File: src/rtl/flash_read_arbiter_if.sv
// Client request/burst bus and flash-reader handshake for flash_read_arbiter.
// slave: the arbiter side; master: the clients plus flash reader side.
interface flash_read_arbiter_if;
  logic        req0;
  logic        req1;
  logic [23:0] addr0;
  logic [23:0] addr1;
  logic [7:0]  len0;
  logic [7:0]  len1;
  logic        ack0;
  logic        ack1;
  logic        done0;
  logic        done1;
  logic        err;
  logic        rd_valid;
  logic [7:0]  rd_data;
  logic        rd_owner;
  logic        fl_read;
  logic [23:0] fl_addr;
  logic        fl_ready;
  logic [7:0]  fl_data;

  modport slave (
    input  req0, req1, addr0, addr1, len0, len1, fl_ready, fl_data,
    output ack0, ack1, done0, done1, err, rd_valid, rd_data, rd_owner, fl_read, fl_addr
  );

  modport master (
    output req0, req1, addr0, addr1, len0, len1, fl_ready, fl_data,
    input  ack0, ack1, done0, done1, err, rd_valid, rd_data, rd_owner, fl_read, fl_addr
  );
endinterface

File: src/rtl/flash_read_arbiter.sv
// Round-robin arbiter for two burst readers sharing one byte-wide flash reader.
// Ack one cycle after grant, byte out one cycle after fl_ready; a stalled byte aborts after TIMEOUT cycles.
module flash_read_arbiter #(
  parameter int TIMEOUT = 64
) (
  input logic               clk,
  input logic               rstn,
  flash_read_arbiter_if.slave bus
);

  typedef enum logic [1:0] {IDLE, ISSUE, WAIT, FINISH} state_t;

  // Counter starts at 0 in the first WAIT cycle, so the abort fires TIMEOUT cycles after fl_read.
  localparam logic [7:0] CNT_LAST = 8'(TIMEOUT - 2);

  state_t      r_state;
  state_t      w_state_nxt;
  logic        r_rr;
  logic        r_owner;
  logic        r_err;
  logic        r_ack0;
  logic        r_ack1;
  logic        r_rd_valid;
  logic [7:0]  r_rd_data;
  logic [7:0]  r_cnt;
  logic [23:0] r_cur_addr;
  logic [8:0]  r_remaining;

  logic        w_grant_vld;
  logic        w_grant_id;
  logic [7:0]  w_len;
  logic        w_timeout;

  always_comb begin
    w_grant_vld = bus.req0 | bus.req1;
    w_grant_id  = (bus.req0 & bus.req1) ? r_rr : bus.req1;
    w_len       = w_grant_id ? bus.len1 : bus.len0;
    w_timeout   = (r_state == WAIT) && !bus.fl_ready && (r_cnt == CNT_LAST);
  end

  always_ff @(posedge clk or negedge rstn) begin
    if (!rstn) r_state <= IDLE;
    else       r_state <= w_state_nxt;
  end

  always_comb begin
    w_state_nxt = r_state;
    case (r_state)
      IDLE:    if (w_grant_vld) w_state_nxt = ISSUE;
      ISSUE:   w_state_nxt = WAIT;
      WAIT: begin
        if (bus.fl_ready)   w_state_nxt = (r_remaining == 9'd1) ? FINISH : ISSUE;
        else if (w_timeout) w_state_nxt = FINISH;
      end
      FINISH:  w_state_nxt = IDLE;
      default: w_state_nxt = IDLE;
    endcase
  end

  always_ff @(posedge clk or negedge rstn) begin
    if (!rstn) begin
      r_rr        <= 1'b0;
      r_owner     <= 1'b0;
      r_err       <= 1'b0;
      r_ack0      <= 1'b0;
      r_ack1      <= 1'b0;
      r_rd_valid  <= 1'b0;
      r_rd_data   <= 8'h00;
      r_cnt       <= 8'h00;
      r_cur_addr  <= 24'h000000;
      r_remaining <= 9'd0;
    end else begin
      r_ack0     <= 1'b0;
      r_ack1     <= 1'b0;
      r_rd_valid <= 1'b0;
      case (r_state)
        IDLE: begin
          r_err <= 1'b0;
          if (w_grant_vld) begin
            r_owner     <= w_grant_id;
            r_cur_addr  <= w_grant_id ? bus.addr1 : bus.addr0;
            r_remaining <= (w_len == 8'd0) ? 9'd256 : {1'b0, w_len};
            r_ack0      <= !w_grant_id;
            r_ack1      <= w_grant_id;
          end
        end
        ISSUE: r_cnt <= 8'h00;
        WAIT: begin
          if (bus.fl_ready) begin
            r_rd_valid  <= 1'b1;
            r_rd_data   <= bus.fl_data;
            r_remaining <= r_remaining - 9'd1;
            r_cur_addr  <= r_cur_addr + 24'd1;
          end else if (w_timeout) begin
            r_err <= 1'b1;
          end else begin
            r_cnt <= r_cnt + 8'd1;
          end
        end
        FINISH: r_rr <= !r_owner;
        default: ;
      endcase
    end
  end

  assign bus.ack0     = r_ack0;
  assign bus.ack1     = r_ack1;
  assign bus.done0    = (r_state == FINISH) && !r_owner;
  assign bus.done1    = (r_state == FINISH) && r_owner;
  assign bus.err      = (r_state == FINISH) && r_err;
  assign bus.rd_valid = r_rd_valid;
  assign bus.rd_data  = r_rd_data;
  assign bus.rd_owner = r_owner;
  assign bus.fl_read  = (r_state == ISSUE);
  assign bus.fl_addr  = r_cur_addr;

endmodule
File: src/flat_wrapper.sv
// flat-port wrapper written by rule: the top's interface ports become plain ports
module flash_read_arbiter_flat 
#(
  parameter int TIMEOUT = 64
)
  (clk, rstn, bus_req0, bus_req1, bus_addr0, bus_addr1, bus_len0, bus_len1, bus_fl_ready, bus_fl_data, bus_ack0, bus_ack1, bus_done0, bus_done1, bus_err, bus_rd_valid, bus_rd_data, bus_rd_owner, bus_fl_read, bus_fl_addr);
  flash_read_arbiter_if bus_i ();
  input logic clk;
  input logic rstn;
  input wire logic [$bits(bus_i.req0)-1:0] bus_req0;
  input wire logic [$bits(bus_i.req1)-1:0] bus_req1;
  input wire logic [$bits(bus_i.addr0)-1:0] bus_addr0;
  input wire logic [$bits(bus_i.addr1)-1:0] bus_addr1;
  input wire logic [$bits(bus_i.len0)-1:0] bus_len0;
  input wire logic [$bits(bus_i.len1)-1:0] bus_len1;
  input wire logic [$bits(bus_i.fl_ready)-1:0] bus_fl_ready;
  input wire logic [$bits(bus_i.fl_data)-1:0] bus_fl_data;
  output wire logic [$bits(bus_i.ack0)-1:0] bus_ack0;
  output wire logic [$bits(bus_i.ack1)-1:0] bus_ack1;
  output wire logic [$bits(bus_i.done0)-1:0] bus_done0;
  output wire logic [$bits(bus_i.done1)-1:0] bus_done1;
  output wire logic [$bits(bus_i.err)-1:0] bus_err;
  output wire logic [$bits(bus_i.rd_valid)-1:0] bus_rd_valid;
  output wire logic [$bits(bus_i.rd_data)-1:0] bus_rd_data;
  output wire logic [$bits(bus_i.rd_owner)-1:0] bus_rd_owner;
  output wire logic [$bits(bus_i.fl_read)-1:0] bus_fl_read;
  output wire logic [$bits(bus_i.fl_addr)-1:0] bus_fl_addr;
  assign bus_i.req0 = bus_req0;
  assign bus_i.req1 = bus_req1;
  assign bus_i.addr0 = bus_addr0;
  assign bus_i.addr1 = bus_addr1;
  assign bus_i.len0 = bus_len0;
  assign bus_i.len1 = bus_len1;
  assign bus_i.fl_ready = bus_fl_ready;
  assign bus_i.fl_data = bus_fl_data;
  assign bus_ack0 = bus_i.ack0;
  assign bus_ack1 = bus_i.ack1;
  assign bus_done0 = bus_i.done0;
  assign bus_done1 = bus_i.done1;
  assign bus_err = bus_i.err;
  assign bus_rd_valid = bus_i.rd_valid;
  assign bus_rd_data = bus_i.rd_data;
  assign bus_rd_owner = bus_i.rd_owner;
  assign bus_fl_read = bus_i.fl_read;
  assign bus_fl_addr = bus_i.fl_addr;
  flash_read_arbiter #(.TIMEOUT(TIMEOUT)) u_core (.clk(clk), .rstn(rstn), .bus(bus_i));
endmodule
File: config.mk
export PLATFORM = sky130hd
export DESIGN_NAME = flash_read_arbiter_flat
export DESIGN_NICKNAME = d
export VERILOG_FILES = /design/src/rtl/flash_read_arbiter_if.sv /design/src/rtl/flash_read_arbiter.sv /design/src/flat_wrapper.sv
export SDC_FILE = /design/constraint.sdc
export NUM_CORES = 1
export LEC_CHECK = 0
export CAP_MARGIN = 20
export CORE_MARGIN = 4
export CORE_UTILIZATION = 42
export DETAILED_ROUTE_END_ITERATION = 7
export GPL_TIMING_DRIVEN = 0
export PLACE_DENSITY = 0.84
export SLEW_MARGIN = 15
export SYNTH_ARGS = -nofsm -noshare
export SYNTH_HDL_FRONTEND = slang
export SYNTH_SLANG_ARGS = --single-unit
File: constraint.sdc
create_clock -name clk -period 1.7 [get_ports clk]
set_input_delay 0.255 -clock clk [delete_from_list [all_inputs] [get_ports clk]]
set_output_delay 0.255 -clock clk [all_outputs]
set_load 0.02 [all_outputs]
==> impl_results.md <==
* Status: complete, but fails checks
* Failing checks: negative hold slack, negative setup slack
* # diodes at 0
* R2r setup slk at -0.26 ns
* CTS tree: done
* Vias per cell at 6.499
* Top cells by count, synth: 57 x dfrtp_1, 38 x nand2_1, 36 x a21oi_1
* Post-synth EDFFs at 0
* FMAX at just over 500 MHz
* CP Data Arrival Time at roughly 2.2 ns
* Warning count from the yosys run at 0
* Post-synthesis compound-gate area fraction at 20.50%
* # DRC at 0
* Mapped Cells at approximately 380
* FILL cells at 533
* Relative slew slack at 48.64%
* Largest net degree at the start of global routing at 58
* Placement Cell Area at roughly 4700 µm²
* H-tree levels at 3
* Design Area, Final at 5722 µm²
* Cell Area, Synth at 3442 µm²
* DR pass1 iterations at 5
* Core Util, Final at 72.91%
* Largest family of logic cells by synthesized area: simple AND/OR/NAND/NOR gates
* Syn nets at 464
* GRT overflow at 0
* Core box area at 7848 µm²
* Tmin final at 1.960 ns
* Simple-Gate Fraction of Synth Area at 20.50%
* Min-Delay Path Class: primary input to asynchronous set/reset pin
* Global Route Usage Sum at 27.05%
* Initial core utilization at 43.86%
* Die width at 98.53 µm
* Worst r2r path cells at 5
* Area taken by multi-input logic gates at 2120 µm²
* Final Non-Filler Cells at 668
* Clock skew at 0.01353 ns
* Distinct cells, synth at 54
* Post-Synth XOR/XNOR Area at 1.527%
* CTS sink count at 57
* Via count at roughly 4,300
* FP Rows at 32
* Max Cap Viol at 0
* Register area share after synthesis at 41.44%
* Setup violators final at 25
* Final worst-path cycle share at 115.3%
* Wire per inst at 22.39 µm
* Critical path type: flop to flop
* I/O pin count at 117
* Clock Pin Slew Worst Setup and Hold Paths at 0.07 ns
* Hold Worst Slack at -0.03546 ns
* HPWL Detailed at 8444 µm
* Primary FF master, synth: dfrtp_1
* Die area at 9708 µm²
* Area leader, netlist: dfrtp_1
* Global placer's final weighted congestion at approximately 0.9
* Adder-cell share of the synthesized area at 1.818%
* Skew-Pair Late Insertion Delay at 0.36 ns
* Routed Antenna Nets at 0
* Area fraction of the dominant cell type after synthesis at 41.44%
* CTS Buf Count at 9
* Final slew viol count at 0
* Required time of the critical path at 1.97 ns
* Synth-to-Final Area Change at 66.23%
* Fraction of layout cells with a size suffix above 1 at 31.63%
* Flops & latches, synth at 57
* Pwr/cell area at about 1800 nW/µm²
* Crit. End Element: flop
* Async set-reset flop share out of synthesis at 100.0%
* Final Hold Viols at 37
* IO buf count at 116
* Largest cells by area after synthesis: dfrtp_1 41%, mux2_2 9.5%, a21oi_1 5.2%
* Static leakage at about 2.4 nW
* Reg-to-Reg Start: u_core.r_remaining[2]$_DFFE_PN0P_
* Actual slew at the worst max-slew pin at 0.7510 ns
* Clk root buf: clkbuf_8
* Iteration-0 DRC Markers at approximately 680
* Vias in the first global route at 4,349
* Die height at 98.53 µm
* CP startpoint kind: flop
* Antenna violations before repair at 0
* Placed cells at 600
* Worst-path fanout max at 5
* Seq. cell area at 1448 µm²
* First-pass GRT wire length at 21,270 µm
* RSZ-0062 raised after global routing: true
* Peak VDD IR at 1.122 mV
* DP Worst Slack at -0.8616 ns
* Most frequent cell after synthesis: dfrtp_1
* Reg2reg end: u_core.r_remaining[7]$_DFFE_PN0P_
* WL final at ~15,000 µm
* Nets at 643
* Setup ws final at -0.2602 ns
* Clock tree buffer depth at 2
* Mux share of post-synthesis cell area at 10.94%
* Syn Area/Cell at 9.011 µm²
[how the worst max path moves through the flow]
stage / slack, ns / to / start
3_3_place_gp: -1.66 / u_core.bus.fl_addr[9]$_DFFE_PN0P_ / rstn
6_report: -0.26 / u_core.r_remaining[7]$_DFFE_PN0P_ / u_core.r_remaining[2]$_DFFE_PN0P_
5_1_grt: -0.24 / u_core.r_remaining[7]$_DFFE_PN0P_ / u_core.r_remaining[4]$_DFFE_PN0P_
2_1_floorplan: -0.08 / u_core.bus.fl_addr[21]$_DFFE_PN0P_ / u_core.bus.fl_addr[5]$_DFFE_PN0P_
3_5_place_dp: -0.86 / u_core.bus.fl_addr[0]$_DFFE_PN0P_ / bus_req0
4_1_cts: -0.13 / u_core.r_remaining[7]$_DFFE_PN0P_ / u_core.r_remaining[3]$_DFFE_PN0P_
[flip-flops by register name (all words and copies together), names as in the netlist]
name                 cells
u_core.bus.rd_valid      1
u_core.r_remaining       9
u_core.r_state           2
u_core.bus.fl_addr      24
u_core.bus.ack0          1
u_core.bus.rd_data       8
u_core.r_rr              1
u_core.bus.rd_owner      1
u_core.r_cnt             8
u_core.r_err             1
u_core.bus.ack1          1
[where the power goes]
group	total (mW)	leakage, nW	internal [mW]	switching [mW]
registers	2.69	0.671	1.97	0.717
logic	6.07	1.63	2.79	3.28
clock network	1.64	0.126	1.01	0.634
[logic make-up (layout without fill, tap and decap cells)]
family | count (synthesis) | count (layout)
and+or+nand+nor | 140 | 140
AOI/OAI and AO/OA | 112 | 112
DFF | 57 | 57
muxes | 34 | 34
buffers and inverters | 28 | 212
xor gates and xnor gates | 6 | 6
adders and majority gates | 5 | 5
[placed cells by master (no fill, tap or decap), types with 3 or more instances in the layout]
cell type / instances
clkbuf_2: 4
nor4_1: 6
or3_4: 4
a21oi_1: 35
nand3_1: 14
o22a_1: 4
o21ai_0: 23
dfrtp_2: 17
and3_1: 4
clkinv_2: 3
nor3_2: 3
buf_2: 3
clkbuf_8: 12
ha_1: 4
xor2_1: 4
or3_1: 3
mux2i_1: 5
nor4_4: 3
dfrtp_1: 40
nand4_1: 9
inv_1: 5
nand2_1: 35
dlygate4sd2_1: 6
nor2_1: 29
a22oi_1: 4
a31oi_1: 5
mux2_2: 29
dlymetal6s2s_1: 7
nor2_2: 4
buf_4: 56
clkbuf_4: 3
o22ai_1: 7
o211ai_1: 4
bufinv_16: 3
buf_6: 5
clkdlybuf4s50_1: 97
nor3_1: 5
[critical path, cell delays in order (launching register included)]
cell and delay (ns):
dfrtp_1 0.45, or3_4 0.37, or3_4 0.35, or3_4 0.36
a21oi_2 0.16, a2bb2oi_2 0.19
[cell type report]
type	instances	share of cell area, %
multi-input combinational	297	37.04
timing repair buffer	169	27.51
sequential	57	25.30
buffer	20	3.215
clock buffer	10	2.405
tap	102	2.230
clock inverter	6	1.837
inverter	7	0.4592
[what timing repair did]
| item | 4_1_cts | 5_1_grt |
|---|---|---|
| cloned | 0 | 1 |
| hold buffers | 0 | 0 |
| gates resized for setup | 85 | 50 |
| endpoints found under the setup margin | 54 | 52 |
| buffers inserted | 34 | 18 |
| pin swaps | 12 | 12 |
[through the flow]
stage	total power, mW	TNS, ns
2_1_floorplan	5.161	-0.3070
3_3_place_gp	6.909	-110.46
3_5_place_dp	7.071	-27.77
4_1_cts	9.510	-0.2802
5_1_grt	10.82	-3.289
6_report	10.40	-1.734
[metal layers]
| metal | GRT usage [%] | part of all wire (%) |
|---|---|---|
| met5 | 0 | 0 |
| met4 | 14.71 | 5.5 |
| met3 | 9.483 | 12 |
| met2 | 43.99 | 46 |
| met1 | 31.20 | 36 |
Power figures use the tool's default switching activity.
